**src/rtl/fetch_pkg.sv**
```systemverilog
// Shared types and constants for the instruction-fetch stage and the IF/ID boundary.
package fetch_pkg;

  // Fetch FSM: FETCH owns the bus, HOLD presents one buffered instruction.
  typedef enum logic {
    FETCH = 1'b0,
    HOLD  = 1'b1
  } fetch_state_e;

  localparam int unsigned INSTR_BYTES = 4;
  localparam logic [31:0] NOP_INSTR   = 32'h0000_0013;
  localparam logic [31:0] PC_RESET    = 32'h8000_0000;

  localparam int unsigned IFID_AW = 32;
  localparam int unsigned IFID_DW = 32;

  // Payload carried across the IF/ID valid/ready boundary.
  typedef struct packed {
    logic [IFID_AW-1:0] pc;
    logic [IFID_DW-1:0] instr;
  } ifid_t;

endpackage

```
**src/rtl/if_fetch_unit.sv**
```systemverilog
// Instruction fetch: Wishbone B4 classic read master, PC tracking, redirect
// handling with stale-fetch discard, and a single-entry IF/ID output buffer.
module if_fetch_unit
  import fetch_pkg::*;
#(
  parameter int unsigned           ADDR_WIDTH = 32,
  parameter int unsigned           DATA_WIDTH = 32,
  parameter logic [ADDR_WIDTH-1:0] PC_ADDR    = ADDR_WIDTH'(PC_RESET)
) (
  input  logic                    clk,
  input  logic                    reset,
  input  logic                    redirect_valid,
  input  logic [ADDR_WIDTH-1:0]   redirect_pc,
  output logic                    wb_cyc_o,
  output logic                    wb_stb_o,
  output logic                    wb_we_o,
  output logic [DATA_WIDTH/8-1:0] wb_sel_o,
  output logic [ADDR_WIDTH-1:0]   wb_adr_o,
  input  logic [DATA_WIDTH-1:0]   wb_dat_i,
  input  logic                    wb_ack_i,
  output logic                    if_valid,
  input  logic                    if_ready,
  output logic [ADDR_WIDTH-1:0]   if_pc,
  output logic [DATA_WIDTH-1:0]   if_instr
);

  fetch_state_e state_q, state_d;

  logic [ADDR_WIDTH-1:0]   pc_q, pc_d;
  logic [ADDR_WIDTH-1:0]   pending_q, pending_d;
  logic                    discard_q, discard_d;
  logic                    cyc_q, cyc_d;
  logic [DATA_WIDTH/8-1:0] sel_q, sel_d;
  logic [ADDR_WIDTH-1:0]   adr_q, adr_d;
  logic                    vld_q, vld_d;
  logic [ADDR_WIDTH-1:0]   ifpc_q, ifpc_d;
  logic [DATA_WIDTH-1:0]   instr_q, instr_d;

  logic [ADDR_WIDTH-1:0]   redir_pc;
  logic [ADDR_WIDTH-1:0]   pc_inc;
  logic [ADDR_WIDTH-1:0]   restart_pc;
  logic                    unused_redir_lsb;

  // Redirect targets are word aligned; the low bits are simply dropped.
  assign redir_pc         = {redirect_pc[ADDR_WIDTH-1:2], 2'b00};
  assign unused_redir_lsb = ^redirect_pc[1:0];
  assign pc_inc           = pc_q + ADDR_WIDTH'(INSTR_BYTES);
  // A redirect landing on the ack edge overrides any earlier pending target.
  assign restart_pc       = redirect_valid ? redir_pc : pending_q;

  // State register.
  always_ff @(posedge clk) begin
    if (!reset) state_q <= FETCH;
    else        state_q <= state_d;
  end

  // Next state: a clean ack moves to HOLD; consumption or redirect returns to FETCH.
  always_comb begin
    state_d = state_q;
    case (state_q)
      FETCH: if (cyc_q && wb_ack_i && !discard_q && !redirect_valid) state_d = HOLD;
      HOLD:  if (redirect_valid || (vld_q && if_ready))               state_d = FETCH;
    endcase
  end

  // Next values of every registered output and of the PC bookkeeping.
  always_comb begin
    pc_d      = pc_q;
    pending_d = pending_q;
    discard_d = discard_q;
    cyc_d     = cyc_q;
    adr_d     = adr_q;
    vld_d     = vld_q;
    ifpc_d    = ifpc_q;
    instr_d   = instr_q;
    case (state_q)
      FETCH: begin
        if (!cyc_q) begin
          // Idle slot (after reset or a discarded fetch): issue at the current PC,
          // or straight at a redirect target arriving now. Stray acks are ignored.
          cyc_d = 1'b1;
          if (redirect_valid) begin
            pc_d  = redir_pc;
            adr_d = redir_pc;
          end else begin
            adr_d = pc_q;
          end
        end else if (wb_ack_i) begin
          cyc_d = 1'b0;
          if (discard_q || redirect_valid) begin
            // Stale data: drop it and restart from the latest redirect target.
            pc_d      = restart_pc;
            adr_d     = restart_pc;
            discard_d = 1'b0;
          end else begin
            vld_d   = 1'b1;
            ifpc_d  = pc_q;
            instr_d = wb_dat_i;
          end
        end else if (redirect_valid) begin
          // Cannot retract a classic-cycle request; mark it stale and remember
          // the newest target. Address stays put until ack.
          discard_d = 1'b1;
          pending_d = redir_pc;
        end
      end
      HOLD: begin
        if (redirect_valid) begin
          vld_d = 1'b0;
          pc_d  = redir_pc;
          adr_d = redir_pc;
          cyc_d = 1'b1;
        end else if (vld_q && if_ready) begin
          vld_d = 1'b0;
          pc_d  = pc_inc;
          adr_d = pc_inc;
          cyc_d = 1'b1;
        end
      end
    endcase
    sel_d = cyc_d ? '1 : '0;
  end

  // Output and datapath registers.
  always_ff @(posedge clk) begin
    if (!reset) begin
      pc_q      <= PC_ADDR;
      pending_q <= PC_ADDR;
      discard_q <= 1'b0;
      cyc_q     <= 1'b0;
      sel_q     <= '0;
      adr_q     <= PC_ADDR;
      vld_q     <= 1'b0;
      ifpc_q    <= PC_ADDR;
      instr_q   <= DATA_WIDTH'(NOP_INSTR);
    end else begin
      pc_q      <= pc_d;
      pending_q <= pending_d;
      discard_q <= discard_d;
      cyc_q     <= cyc_d;
      sel_q     <= sel_d;
      adr_q     <= adr_d;
      vld_q     <= vld_d;
      ifpc_q    <= ifpc_d;
      instr_q   <= instr_d;
    end
  end

  assign wb_cyc_o = cyc_q;
  assign wb_stb_o = cyc_q;
  assign wb_we_o  = 1'b0;
  assign wb_sel_o = sel_q;
  assign wb_adr_o = adr_q;
  assign if_valid = vld_q;
  assign if_pc    = ifpc_q;
  assign if_instr = instr_q;

endmodule

```
**config.mk**
```make
export PLATFORM = sky130hd
export DESIGN_NAME = if_fetch_unit
export DESIGN_NICKNAME = d
export VERILOG_FILES = /design/src/rtl/fetch_pkg.sv /design/src/rtl/if_fetch_unit.sv
export SDC_FILE = /design/constraint.sdc
export NUM_CORES = 1
export LEC_CHECK = 0
export BUFFER_PORTS_ARGS = -buffer_cell sky130_fd_sc_hd__buf_2
export CORE_MARGIN = 3
export CORE_UTILIZATION = 52
export DETAILED_ROUTE_END_ITERATION = 8
export PLACE_DENSITY = 0.85
export SLEW_MARGIN = 20
export SYNTH_ARGS = -nofsm -noshare
export SYNTH_HDL_FRONTEND = slang
export SYNTH_SLANG_ARGS = --single-unit
```
**constraint.sdc**
```tcl
create_clock -name clk -period 2.6 [get_ports clk]
set_input_delay 0.52 -clock clk [delete_from_list [all_inputs] [get_ports clk]]
set_output_delay 0.52 -clock clk [all_outputs]
set_load 0.03 [all_outputs]
```
==> results.cfg, run 1 <==
[worst_setup_path]
crit_fanout = 17
cp_slowest_cell = dfxtp_1
cp_cell_sequence = buf_4 > o21bai_1 > a32o_1 > o21ai_0 > a2111oi_0 > a311o_1
slowest_delay_ns = 0.71
cp.required_ns = 2.90
start_kind = register
arrival_ns = 2.58
crit_path_end_kind = register
worstSetupPathType = register to register

[power]
finalPower_mw = 5.38
swShare_pct = 29.0
power.clock.fraction_pct = 45.5
powerDensity_nw_per_um2 = 724
seqPwrFrac_pct = 41.3
combinationalPowerShare_pct = 13.2
leakage_nw = 3.09
max-vdd-ir-drop_v = 0.000400
switching_power_mw = 1.56
p_int_mw = 3.82

[final_layout]
regArea_sq_um = 2640
final_area_sq_um = 7430
num-fill-cells = 933
nNetsFinal = 975
areaGrowthSynthToFinish_pct = 26.5
drive_gt1_share_pct = 26.8
diodes = 0
multiInputGateArea_sq_um = 2870
final_cells = 1058

[clocking]
ctsHoldBuffers = 0
cts_resized = 0
clockBufferDepth = 2
cts_htree_levels = 4
path_clk_slew_ns = 0.06
cts_sinks = 132
cts_tree = yes
numCtsBuffers = 17
cts-root-buf = clkbuf_16
clk_latency_ns = 0.41
post_cts_buffers = 0

[timing]
setup_viol = 0
grt_setup_unrepaired = false
post-route-period-util_pct = 87.7
fmax_mhz = 439
worst_pin_slew_ns = 0.629
slew_headroom_pct = 58.1
fin_worst_skew_ns = 0.00715
period_needed_ns = 2.28
hold_viol = 0
tns_ns = 0
final_max_slew_viol_count = 0

[drt]
drtPass1Iterations = 5
ant_nets = 0
dr_total_vias = 6227
post_drt_wl_per_cell_um = 16.7
drt_iter0_markers = 627
drt_wl_total_um = 17700
drc_errors = 0
routed_via_density = 5.89

[logic_synthesis]
syn_nets = 826
synth_top_area_share_pct = 45.0
yosysWarnings = 0
syn_inst = 756
synth_most_common_cell = nand2_1
ys_async_sr_fraction_pct = 0
synth_cell_types = 67
yosysTopAreaCell = dfxtp_1
yosysSeqAreaShare_pct = 45.0
ys_top_cells_by_area = dfxtp_1 (45%), nand2_1 (14%), a21oi_1 (10%)
syn_area_sq_um = 5870
synth.ff_latch_count = 132
synth_commonest_cells = nand2_1 (217), dfxtp_1 (132), a21oi_1 (118), clkbuf_1 (39), nand3_1 (21)
synth_edf_count = 0
synthFlopType = dfxtp_1
synth_area_per_cell_sq_um = 7.77

[placement]
dp.cells = 1026
hpwl_um = 11600
port_buffers = 169
gp_congestion = 0.886
placed_area_sq_um = 6820

[die]
io_pins = 173
die_w_um = 112
fp.dieArea_sq_um = 12600
core-area_sq_um = 10900
start_util_pct = 53.7
rows = 38
dieHeight_um = 112

[global_routing]
grt_start_max_net_pins = 110
grt_pass1_vias = 5731
antenna_found_initial = 0
overflow = 0
grt_pass1_wl_um = 28500
grtUsageTotal_pct = 27.3

[min_path]
holdCritPathClass = input port to register

[run]
drv_cap = 0

[run_status]
status = complete, no violations
stage by stage:
step | hold slack (ns) | utilization (%) | setup slack, ns
final | 0.309 | 67.9 | 0.320
after global routing | 0.325 | 67.9 | 0.168
after CTS | 0.301 | 67.9 | 0.358
after detailed placement | 0.443 | 62.4 | 0.338
after global placement | 0.438 | 62.4 | 0.329
after floorplan | 0.431 | - | 0.474
placed cells by master, fill, tap and decap left out, types with 4 or more instances in the layout:
master and instances:
a211oi_1 5, buf_2 169, o21a_1 5, nand3_1 21
nor2_1 13, a221oi_1 7, and3_1 10, inv_6 5
o221ai_1 5, nor3_1 10, nor4_1 5, and4_1 5
o211ai_1 4, a21oi_1 118, clkbuf_16 17, o21ai_0 20
mux2i_1 5, buf_4 28, a22oi_1 9, a31oi_1 7
inv_1 9, o22ai_1 10, nand4_1 8, dfxtp_1 132
nand2_1 217
metal layers:
metal	wire length, um	up-vias	part of all wire (%)	GRT usage, %
met5	0	-	0	0
met4	385	0	2.2	9.21
met3	1710	45	9.6	6.25
met2	8340	358	47	44.2
met1	7280	2861	41	36.3
li1	-	2963	-	-
power by group through the flow:
stage	clock [mW]	combinational [mW]	sequential, mW
4_1_cts	2.46	0.702	2.22
3_5_place_dp	0	0.694	2.26
3_3_place_gp	0	0.686	2.26
6_report	2.45	0.708	2.22
2_1_floorplan	0	0.334	2.37
5_1_grt	2.56	0.761	2.23
cell families after synthesis:
family	synth area share (%)
AO/OA/AOI/OAI	23.5
XOR/XNOR	0.149
adder cells (fa/ha/maj)	0.213
buffers and inverters	6.31
flip-flops	45.0
multiplexers	0.853
other	0.0639
AND/OR/NAND/NOR	23.9
critical path, delay by kind of cell, from the launching register on:
family | cells | cell delay (ns)
buffers and inverters | 1 | 0.24
DFF | 1 | 0.71
AOI/OAI and AO/OA | 5 | 1.23
registers in the layout, summed over array words and instances (netlist names):
name and count:
if_instr 32, if_pc 32, pending_q 32, wb_adr_o 32, discard_q 1, if_valid 1, state_q 1, wb_sel_o 1
cell type report:
type	count	share of cell area [%]
timing repair buffer	199	14.8
clock buffer	18	5.91
clock inverter	14	2.24
multi-input combinational	545	38.6
inverter	10	0.522
sequential	132	35.6
tap	140	2.36
final timing paths:
check                                  start            to  slack, ns  cells past startpoint
worst max-delay path                 state_q  wb_adr_o[30]       0.32                      6
worst min register to register  if_instr[29]  if_instr[29]       0.45                      2
worst max register to register       state_q  wb_adr_o[30]       0.32                      6
worst min-delay path             wb_dat_i[1]   if_instr[1]       0.31                      3
Note: power is estimated with default switching activity, not from simulation.
==> run 2, diff against run 1 <==
==> constraint.sdc (replaced) <==
create_clock -name clk -period 2.6 [get_ports clk]
set_input_delay 0.13 -clock clk [delete_from_list [all_inputs] [get_ports clk]]
set_output_delay 0.13 -clock clk [all_outputs]
set_load 0.03 [all_outputs]
==> run 2 against run 1 <==
Core utilization rose by 5.5 points; clock-buffer cell count did not move; routed wire length increased by 13%; clock skew fell by 0.00071 ns; final cell count is 5.8% higher; register-to-register slack got worse by 0.12 ns.
==> results.cfg, run 2 (same netlist as run 1, synthesis figures left out) <==
[die]
dieHeight_um = 112
start_util_pct = 53.7
rows = 38
fp.dieArea_sq_um = 12600
core-area_sq_um = 10900
die_w_um = 112
io_pins = 173

[power]
leakage_nw = 3.34
power.clock.fraction_pct = 44.2
finalPower_mw = 5.42
combinationalPowerShare_pct = 14.7
p_int_mw = 3.86
seqPwrFrac_pct = 41.0
switching_power_mw = 1.56
max-vdd-ir-drop_v = 0.000455
swShare_pct = 28.8
powerDensity_nw_per_um2 = 675

[final_layout]
final_common_cell = nand2_1
areaGrowthSynthToFinish_pct = 36.8
final_cell_mix = nand2_1 (217), buf_2 (169), dfxtp_1 (132)
diodes = 0
nNetsFinal = 1036
drive_gt1_share_pct = 25.2

[run_status]
status = complete, no violations

[drt]
drc_errors = 0
dr_total_vias = 6729
routed_via_density = 6.01
drt_wl_total_um = 20000
drtPass1Iterations = 7
drt_iter0_markers = 933
ant_nets = 0
post_drt_wl_per_cell_um = 17.9

[placement]
gp_congestion = 0.882
port_buffers = 169
hpwl_um = 12000

[min_path]
holdCritPathClass = input port to register
min_from = redirect_pc[15]

[global_routing]
overflow = 0
grt_pass1_vias = 6383
antenna_found_initial = 0
grt_start_max_net_pins = 110
grtUsageTotal_pct = 30.9
grt_pass1_wl_um = 31800

[worst_setup_path]
crit_start = state_q
crit_path_end_kind = register
cp.required_ns = 2.91
worstSetupPathType = register to register
crit_fanout = 16
regToRegStartpoint = state_q
arrival_ns = 2.71
start_kind = register

[timing]
hold_viol = 0
period_needed_ns = 2.40
worst_pin_slew_ns = 0.622
fin_worst_skew_ns = 0.00645
setup_viol = 0
tns_ns = 0
fmax_mhz = 417
post-route-period-util_pct = 92.2
grt_setup_unrepaired = false
final_max_slew_viol_count = 0
slew_headroom_pct = 58.5

[run]
drv_cap = 0

[clocking]
post_cts_buffers = 0
cts_tree = yes
numCtsBuffers = 17
cts-root-buf = clkbuf_16
cts_sinks = 132
path_clk_slew_ns = 0.06
clk_latency_ns = 0.41
cts_resized = 0
cts_htree_levels = 4
clockBufferDepth = 2
==> run 2: cell count changes in the layout (fill, tap and decap cells not counted) <==
cell,before,now
buf_12,2,3
clkinv_2,1,3
clkinvlp_4,3,5
dlygate4sd3_1,0,60
inv_6,5,3
inv_8,2,0
==> run 2: layer usage <==
metal / share of wire (%) / global-route usage, % / wire (um)
met4: 4.7 / 15.9 / 937
met1: 38 / 40.0 / 7620
met5: 0 / 0 / 0
met3: 11 / 6.42 / 2170
met2: 46 / 48.9 / 9250
==> run 2: layout make-up <==
class	count	area [sq um]
timing repair buffer	260	1720
tap	140	175
multi-input combinational	545	2870
clock inverter	14	151
inverter	10	38.8
fill	803	2900
sequential	132	2640
clock buffer	18	439
==> run 2: worst max-delay path, stage by stage (launching register included) <==
cell and delay [ns]:
dfxtp_1 0.47, buf_4 0.25, nor2b_1 0.47, nand2_2 0.18, nor3b_2 0.32, buf_4 0.29, nor2_1 0.06, a211oi_1 0.25
==> run 2: power groups by stage <==
stage                     registers, mW  logic (mW)  clock network (mW)
final                              2.22       0.798                2.40
after floorplan                    2.37       0.334                   0
after global placement             2.26       0.692                   0
after global routing               2.23       0.854                2.50
after CTS                          2.21       0.776                2.39
after detailed placement           2.26       0.701                   0
==> run 2: path summary, 6_finish.rpt <==
check / endpoint / slack (ns) / depth (start not counted)
worst max-delay path: if_valid / 0.20 / 7
worst min-delay path: pending_q[15] / 0.02 / 3
worst max register to register: if_valid / 0.20 / 7
worst min register to register: if_pc[12] / 0.45 / 2
==> run 2: what timing repair did <==
action / in CTS / in global routing
hold buffers: 59 / 1
hold endpoints to repair: 59 / 1
endpoints found under the setup margin: 0 / 0
==> run 2: through the flow <==
stage / util (%) / cell area, sq um / hold WS [ns] / instances / worst slack [ns]
after global routing: 73.4 / 8030 / 0.0199 / 1119 / 0.158
after detailed placement: 62.6 / 6840 / 0.344 / 1027 / 0.405
after floorplan: - / 5870 / 0.227 / 756 / 0.474
after global placement: 62.6 / 6840 / 0.336 / 1027 / 0.449
final: 73.4 / 8030 / 0.0196 / 1119 / 0.202
after CTS: 73.4 / 8020 / 0.00417 / 1118 / 0.276
